==> config.mk <==
export PLATFORM = sky130hd
export DESIGN_NAME = vend_sched
export DESIGN_NICKNAME = d
export VERILOG_FILES = /design/src/rtl/vend_sched.sv
export SDC_FILE = /design/constraint.sdc
export NUM_CORES = 1
export LEC_CHECK = 0
export CORE_UTILIZATION = 50
export CTS_CLUSTER_SIZE = 30
export DETAILED_ROUTE_END_ITERATION = 6
export PLACE_DENSITY = 0.85
export SYNTH_ARGS = -nofsm -noshare
export SYNTH_HDL_FRONTEND = slang
export SYNTH_SLANG_ARGS = --single-unit
==> constraint.sdc <==
create_clock -name clk -period 3.3 [get_ports clk]
set_clock_uncertainty 0.2 [all_clocks]
set_input_delay 0.495 -clock clk [delete_from_list [all_inputs] [get_ports clk]]
set_output_delay 0.495 -clock clk [all_outputs]
set_load 0.1 [all_outputs]
==> src/rtl/vend_sched.sv <==
// Round-robin session scheduler for a shared vending datapath: grants one panel,
// collects coins into credit, vends against a fixed price list and pays change.
module vend_sched #(
    parameter int N_PANEL = 4,
    parameter int MONEY_W = 7,
    parameter int TIMEOUT = 15
) (
    input  logic               clk,
    input  logic               rst,
    input  logic [N_PANEL-1:0] req,
    input  logic               coin_valid,
    input  logic [MONEY_W-1:0] coin_val,
    input  logic               prod_valid,
    input  logic [2:0]         prod,
    input  logic               cancel,
    output logic [N_PANEL-1:0] grant,
    output logic               busy,
    output logic [MONEY_W-1:0] credit,
    output logic               sold,
    output logic [2:0]         sold_prod,
    output logic               deny,
    output logic               coin_reject,
    output logic               change_valid,
    output logic [MONEY_W-1:0] change_coin,
    output logic               done,
    output logic [1:0]         state_dbg
);

    localparam int PW = (N_PANEL > 1) ? $clog2(N_PANEL) : 1;
    localparam int TW = $clog2(TIMEOUT + 1);

    typedef enum logic [1:0] {IDLE, COLLECT, VEND, CHANGE} state_t;

    state_t             state_q, state_n;
    logic [TW-1:0]      timer_q, timer_n;
    logic [PW-1:0]      ptr_q, ptr_n;
    logic [PW-1:0]      gidx_q, gidx_n;
    logic [2:0]         prod_q, prod_n;
    logic [MONEY_W-1:0] credit_n;
    logic [N_PANEL-1:0] grant_n;
    logic               sold_n, deny_n, coin_reject_n, change_valid_n, done_n;
    logic [2:0]         sold_prod_n;
    logic [MONEY_W-1:0] change_coin_n;

    logic [MONEY_W:0]   sum;
    logic [MONEY_W-1:0] credit_in;
    logic               pay;
    logic [MONEY_W-1:0] pay_base;
    logic               prod_ok;
    logic               hit_any;
    logic [PW-1:0]      hit_idx;
    logic [PW-1:0]      scan_idx;
    int                 scan;

    assign state_dbg = state_q;

    function automatic logic [MONEY_W-1:0] price_of(input logic [2:0] p);
        case (p)
            3'd1:    price_of = MONEY_W'(5);
            3'd2:    price_of = MONEY_W'(10);
            3'd3:    price_of = MONEY_W'(15);
            3'd4:    price_of = MONEY_W'(20);
            default: price_of = '0;
        endcase
    endfunction

    // First requester at or after the pointer, wrapping upward.
    always_comb begin
        hit_any  = 1'b0;
        hit_idx  = '0;
        scan     = 0;
        scan_idx = '0;
        for (int i = 0; i < N_PANEL; i++) begin
            scan = int'(ptr_q) + i;
            if (scan >= N_PANEL) scan = scan - N_PANEL;
            scan_idx = PW'(scan);
            if (!hit_any && req[scan_idx]) begin
                hit_any = 1'b1;
                hit_idx = scan_idx;
            end
        end
    end

    always_comb begin
        state_n        = state_q;
        timer_n        = timer_q;
        ptr_n          = ptr_q;
        gidx_n         = gidx_q;
        prod_n         = prod_q;
        credit_n       = credit;
        grant_n        = grant;
        sold_n         = 1'b0;
        sold_prod_n    = '0;
        deny_n         = 1'b0;
        coin_reject_n  = coin_valid;
        change_valid_n = 1'b0;
        change_coin_n  = '0;
        done_n         = 1'b0;
        pay            = 1'b0;
        pay_base       = credit;
        sum            = {1'b0, credit} + {1'b0, coin_val};
        credit_in      = credit;
        prod_ok        = (prod != 3'd0) && (prod <= 3'd4);

        case (state_q)
            IDLE: begin
                if (hit_any) begin
                    grant_n          = '0;
                    grant_n[hit_idx] = 1'b1;
                    gidx_n           = hit_idx;
                    credit_n         = '0;
                    timer_n          = '0;
                    state_n          = COLLECT;
                end
            end
            COLLECT: begin
                coin_reject_n = coin_valid && sum[MONEY_W];
                if (coin_valid && !sum[MONEY_W]) credit_in = sum[MONEY_W-1:0];
                credit_n = credit_in;
                // Selection sees the coin accepted on the same edge; cancel wins.
                if (cancel) begin
                    timer_n  = '0;
                    pay      = 1'b1;
                    pay_base = credit_in;
                    state_n  = CHANGE;
                end else if (prod_valid) begin
                    timer_n = '0;
                    if (prod_ok && credit_in >= price_of(prod)) begin
                        prod_n      = prod;
                        sold_n      = 1'b1;
                        sold_prod_n = prod;
                        state_n     = VEND;
                    end else begin
                        deny_n = 1'b1;
                    end
                end else if (coin_valid) begin
                    timer_n = '0;
                end else if (timer_q == TW'(TIMEOUT - 1)) begin
                    timer_n  = '0;
                    pay      = 1'b1;
                    pay_base = credit_in;
                    state_n  = CHANGE;
                end else begin
                    timer_n = timer_q + TW'(1);
                end
            end
            VEND: begin
                pay      = 1'b1;
                pay_base = credit - price_of(prod_q);
                state_n  = CHANGE;
            end
            CHANGE: begin
                if (credit == '0) begin
                    done_n  = 1'b1;
                    grant_n = '0;
                    ptr_n   = (gidx_q == PW'(N_PANEL - 1)) ? '0 : gidx_q + PW'(1);
                    state_n = IDLE;
                end else begin
                    pay = 1'b1;
                end
            end
            default: state_n = IDLE;
        endcase

        // Change coin is issued on the same edge that enters or stays in CHANGE.
        if (pay) begin
            credit_n = pay_base;
            if (pay_base >= MONEY_W'(5)) begin
                change_valid_n = 1'b1;
                change_coin_n  = MONEY_W'(5);
                credit_n       = pay_base - MONEY_W'(5);
            end else if (pay_base != '0) begin
                change_valid_n = 1'b1;
                change_coin_n  = MONEY_W'(1);
                credit_n       = pay_base - MONEY_W'(1);
            end
        end
    end

    always_ff @(posedge clk) begin
        if (rst) begin
            state_q      <= IDLE;
            timer_q      <= '0;
            ptr_q        <= '0;
            gidx_q       <= '0;
            prod_q       <= '0;
            credit       <= '0;
            grant        <= '0;
            busy         <= 1'b0;
            sold         <= 1'b0;
            sold_prod    <= '0;
            deny         <= 1'b0;
            coin_reject  <= 1'b0;
            change_valid <= 1'b0;
            change_coin  <= '0;
            done         <= 1'b0;
        end else begin
            state_q      <= state_n;
            timer_q      <= timer_n;
            ptr_q        <= ptr_n;
            gidx_q       <= gidx_n;
            prod_q       <= prod_n;
            credit       <= credit_n;
            grant        <= grant_n;
            busy         <= (grant_n != '0);
            sold         <= sold_n;
            sold_prod    <= sold_prod_n;
            deny         <= deny_n;
            coin_reject  <= coin_reject_n;
            change_valid <= change_valid_n;
            change_coin  <= change_coin_n;
            done         <= done_n;
        end
    end

endmodule

# Word-level counts from Yosys, hierarchy flattened
# Cells that the tools add are included.
# word_totals
register_bits	40
in_bits	19
out_inout_bits	29
word_cells	169
# classes
n_addsub	13
order_cmp	13
n_eq_ne	19
n_mux	72
n_bitwise	6
n_reduce_logical	30
# ops
cell	n
two-way mux 7 bit	14
one-hot mux 5 bit (4 select lines)	2
two-way mux 2 bit	16
two-way mux 4 bit	7
one-hot mux 7 bit (2 select lines)	2
two-way mux 1 bit	21
one-hot mux 4 bit (2 select lines)	2
less-than comparator 2 x 3 -> 1 bit, second input constant	5
== test 3 x 2 -> 1 bit, second input constant	4
inequality test 4 bit, second input constant	3
>= comparator 3 bit, second input constant	3
adder 7 x 7 -> 8 bit	1
binary-select mux 1 bit (select 2 bit)	4
logical AND 1 bit	8
one-hot mux 2 bit (4 select lines)	1
AND reduction 2 bit	4
subtractor 2 x 1 -> 2 bit, second input constant	4
>= comparator 7 x 3 -> 1 bit, second input constant	1
>= comparator 7 bit	1
logical NOT 7 bit	1
nonzero test 7 bit	1
subtractor 7 x 1 -> 7 bit, second input constant	1
subtractor 7 x 3 -> 7 bit, second input constant	1
subtractor 7 bit	1
other kinds (29)	45

# Longest topological paths before layout
# logic_depth
depth_word	21
depth_mapped	15

# Worst setup path after synthesis
# OpenSTA, ideal clock, no wires.
# synth_timing
kind	reg2reg
start	register credit[1]
end	register credit[4]
setup_ns	0.091
arrival_time_ns	3.942
setup_slack_ns	-0.933
path_stages_with_launch	14
n_path_buf	0
period_less_slack_ns	4.233
path_cell_list	dfxtp_1 -> ha_1 -> a211oi_4 -> o31ai_2 -> o21ai_4 -> nand2_1 -> a221oi_1 -> ha_1 -> inv_1 -> and3_1 -> a311oi_1 -> xnor2_1 -> o211ai_1 -> a311oi_1
# synth_via
elab_chain_len	14
word_cells_on_any_way	25
cone_classes	add/sub (4); order compare (1); eq/ne (1); mux (13); reduce/logical (6)
# synth_lines
item	line	source
start, declared	18	output logic [MONEY_W-1:0] credit,
start signal, assigned	203	credit <= credit_n;
adder 7 x 7 -> 8 bit	101	sum = {1'b0, credit} + {1'b0, coin_val};
logical NOT 1 bit	118	if (coin_valid && !sum[MONEY_W]) credit_in = sum[MONEY_W-1:0];
logical AND 1 bit	118	
two-way mux 7 bit	118	
two-way mux 7 bit	105	case (state_q)
two-way mux 7 bit	138	end else if (timer_q == TW'(TIMEOUT - 1)) begin
two-way mux 7 bit	136	end else if (coin_valid) begin
two-way mux 7 bit	126	end else if (prod_valid) begin
two-way mux 7 bit	121	if (cancel) begin
one-hot mux 7 bit (2 select lines)	105	
subtractor 7 x 1 -> 7 bit / nonzero test 7 bit (equally long branches)	175, 172	
two-way mux 7 bit	172	end else if (pay_base != '0) begin
two-way mux 7 bit	168	if (pay_base >= MONEY_W'(5)) begin
two-way mux 7 bit	166	if (pay) begin
# Parallel ways exist; a longest one is shown, timed or not. The select of a mux whose other input is x is not followed.
# A chain may end at the register's enable or synchronous reset.

# Final worst setup path
# layout_timing
start	register credit[4]
end	register prod_q[2]
# layout_via
elab_chain_len	8
# layout_lines
item	line	source
adder 7 x 7 -> 8 bit	101	
logical NOT 1 bit	118	
logical AND 1 bit	118	
two-way mux 7 bit (*)	118	
two-way mux 7 bit (*)	105	
>= comparator 7 bit (*)	128	if (prod_ok && credit_in >= price_of(prod)) begin
logical AND 1 bit (*)	128	
AND reduction 4 bit (no line) (*)	--	
end signal, assigned	202	prod_q <= prod_n;
end, declared	38	logic [2:0] prod_q, prod_n;
# Mark *: on every way between the ends. The rest lies on a longest branch, timed or not. The select of a mux whose other input is x is not followed.

==> impl_metrics.yaml <==
drt:
  via_per_inst: 6.266
  dr.pass1.iters: 5
  dr.first_iter.drc_count: 333
  post-route-drc-count: 0
  routed_wl_um: 10980
  via_count: 3584
  final_antenna_net_count: 0
  wire_per_inst_um: 19.19
yosys:
  yosysSeqAreaShare_pct: 21.86
  synth-seq-cells: 34
  post_synth_num_cell_types: 72
  yosys.area.top_type: "dfxtp_1"
  synthCells: 377
  synth_top_area_share_pct: 21.86
  syn_area_um2: 3114
  ys.flop_type: "dfxtp_1"
  syn_avg_cell_area_um2: 8.261
  synthArstFlopShare_pct: 0
  ys_top_cells_by_area: "dfxtp_1, ha_1, nor2_1, a21oi_1, mux2i_1"
  synth_most_common_cell: "nor2_1"
  synth_common_cells: "nor2_1, dfxtp_1, a21oi_1"
  synth-edff-count: 0
  ys_warn_count: 0
run_status:
  violations: "negative setup slack"
  status: "complete, but fails checks"
sta:
  max_freq_mhz: 285.8
  setup_ws_ns: -0.1992
  slew_violations: 0
  hold_violations: 0
  slew_headroom_pct: 62.95
  fin_crit_ns: 3.499
  period_share_pct: 106.0
  grt_setup_unrepaired: "true"
  report.final.setup_viol: 13
  tightestPinTransition_ns: 0.5527
global_routing:
  grt_use_total_pct: 30.84
  grt_max_degree: 18
  overflow: 0
  grt_pass1_vias: 3221
  antenna_found_initial: 0
  grt_pass1_wl_um: 15380
placement:
  portBuffers: 42
  gp_congestion: 1.004
  place_area_um2: 4124
  dp_hpwl_um: 7307
finish:
  drive_gt1_share_pct: 40.44
  final_area_um2: 4571
  final_core_util_pct: 76.74
  nets: 544
  syn2layout_area_growth_pct: 46.77
  fillers: 390
  antenna_cells: 0
floorplan:
  start_util_pct: 52.29
  std_cell_rows: 28
  ios: 48
  fp.dieW_um: 80.92
  die_h_um: 80.92
  die_area_um2: 6548
  fp.coreArea_um2: 5956
worst_setup_path:
  path_buf_inv: 2
  cp_top_family: "compound AO/OA/AOI/OAI gates"
  worstSetupEndpoint: "prod_q[2]"
  crit_arrival_ns: 3.49
  crit_fanout: 6
  criticalPathCategory: "reg -> reg"
  ff2ff_path_depth: 16
  required_ns: 3.29
  max_stage_delay_ns: 0.38
  reg2reg_slack_ns: -0.20
  endpoint_kind: "register"
  worstReg2RegEnd: "prod_q[2]"
  cp-startpoint: "credit[4]"
  startpoint_type: "register"
  cp_slowest_cell: "dfxtp_4"
  path_cells: "ha_4, a211oi_4, buf_4, o21ai_4, nor2_4, nor2_1, a21oi_4, ha_1, a21o_1, a21o_1, a21oi_2, o211a_4, buf_6, nor3_4, mux2i_1, nor2_1"
  cp.depth: 16
  reg2reg_from: "credit[4]"
power_and_ir_drop:
  leakage_nw: 1.937
  ir_worst_vdd_mv: 0.7571
  powerDensity_nw_per_um2: 983.2
clocking:
  tritoncts: "yes"
  cts_root_buf: "clkbuf_8"
  clk_path_buf_depth: 2
  insertion_delay_ns: 0.30
  htree_levels: 2
  clk_pin_slew_ns: 0.10
  cts.sinks: 34
  numCtsBuffers: 5
job:
  cap_violations: 0
min_path:
  hp-class: "reg -> reg"
-- logic make-up after synthesis --
| logic type | Yosys count | synth area share, % |
|---|---|---|
| other | 1 | 0.1204 |
| AO/OA/AOI/OAI | 107 | 28.89 |
| multiplexers | 11 | 3.736 |
| flip-flops | 34 | 21.86 |
| XOR/XNOR | 9 | 2.531 |
| adder cells (fa/ha/maj) | 29 | 12.13 |
| buffers and inverters | 36 | 5.062 |
| AND/OR/NAND/NOR | 150 | 25.67 |
-- state kept, by name (all words and copies together), names as in the netlist --
| register | cells |
|---|---|
| state_dbg | 2 |
| sold_prod | 3 |
| prod_q | 3 |
| gidx_q | 2 |
| deny | 1 |
| done | 1 |
| credit | 7 |
| grant | 4 |
| change_valid | 1 |
| sold | 1 |
| busy | 1 |
| timer_q | 4 |
| change_coin | 1 |
| ptr_q | 2 |
| coin_reject | 1 |
-- metrics by stage --
| stage | worst slack (ns) | total power [mW] | setup TNS, ns | std cells | hold slack (ns) |
|---|---|---|---|---|---|
| 2_1_floorplan | -0.1465 | 2.691 | -0.5572 | 381 | 0.2586 |
| 3_3_place_gp | -0.5761 | 3.558 | -9.187 | 547 | 0.2740 |
| 3_5_place_dp | -0.6368 | 3.614 | -10.12 | 547 | 0.2812 |
| 4_1_cts | 0.01038 | 4.125 | 0 | 561 | 0.3000 |
| 5_1_grt | -0.2691 | 4.690 | -2.584 | 572 | 0.3235 |
| 6_report | -0.1992 | 4.494 | -1.231 | 572 | 0.3014 |
-- cell usage in the layout (no fill, tap or decap), types with 5 or more instances in the layout --
| cell | n |
|---|---|
| buf_4 | 99 |
| nor2_1 | 51 |
| dfxtp_1 | 25 |
| a21oi_1 | 24 |
| inv_1 | 20 |
| ha_1 | 18 |
| nand2_1 | 14 |
| o21ai_0 | 14 |
| clkdlybuf4s50_1 | 11 |
| nand2b_1 | 10 |
| nor3_1 | 10 |
| mux2i_1 | 9 |
| ha_4 | 9 |
| xnor2_1 | 8 |
| and2_1 | 8 |
| dfxtp_4 | 8 |
| nand3_1 | 7 |
| clkbuf_8 | 6 |
| nor4_1 | 5 |
| a311oi_1 | 5 |
| conb_1 | 5 |
| clkbuf_2 | 5 |
-- layer usage --
metal / vias to the layer above / global-route usage (%) / share of wire [%]
li1: 1607 / - / -
met1: 1686 / 36.57 / 38
met2: 224 / 52.18 / 47
met3: 67 / 7.079 / 9.7
met4: 0 / 14.82 / 4.8
met5: - / 0 / 0
-- layout make-up --
cell class	count	area (µm²)	area share (%)
Tap cell	75	93.84	2.053
Timing Repair Buffer	122	962.2	21.05
Clock buffer	6	82.58	1.807
Multi-Input combinational cell	311	2624	57.40
Clock inverter	2	11.26	0.2464
Inverter	22	85.08	1.861
Sequential cell	34	711.9	15.58
-- where the power goes --
group,internal (mW),switching (mW)
Clock,0.169,0.187
Sequential,0.509,0.0736
Combinational,1.40,2.15
-- what timing repair did --
action,4_1_cts,5_1_grt
buffers inserted,6,12
hold buffers,0,0
endpoints found under the hold margin,0,0
endpoints found under the setup margin,19,18
gates resized for setup,29,39
pin swaps,27,40
-- worst min path at each step --
stage              start   endpoint  slack (ns)  cells past startpoint
6_report       gidx_q[1]  gidx_q[1]        0.30                      2
5_1_grt        gidx_q[1]  gidx_q[1]        0.32                      2
4_1_cts        gidx_q[1]  gidx_q[1]        0.30                      2
3_5_place_dp   gidx_q[1]  gidx_q[1]        0.28                      2
3_3_place_gp   gidx_q[1]  gidx_q[1]        0.27                      2
2_1_floorplan  gidx_q[1]  gidx_q[1]        0.26                      2
-- worst min-delay path, delay by kind of cell (launching register included) --
family	cells	cell delay (ns)
flip-flops	1	0.34
AND/OR/NAND/NOR	1	0.07
AO/OA/AOI/OAI	1	0.06
Power figures use the tool's default switching activity.
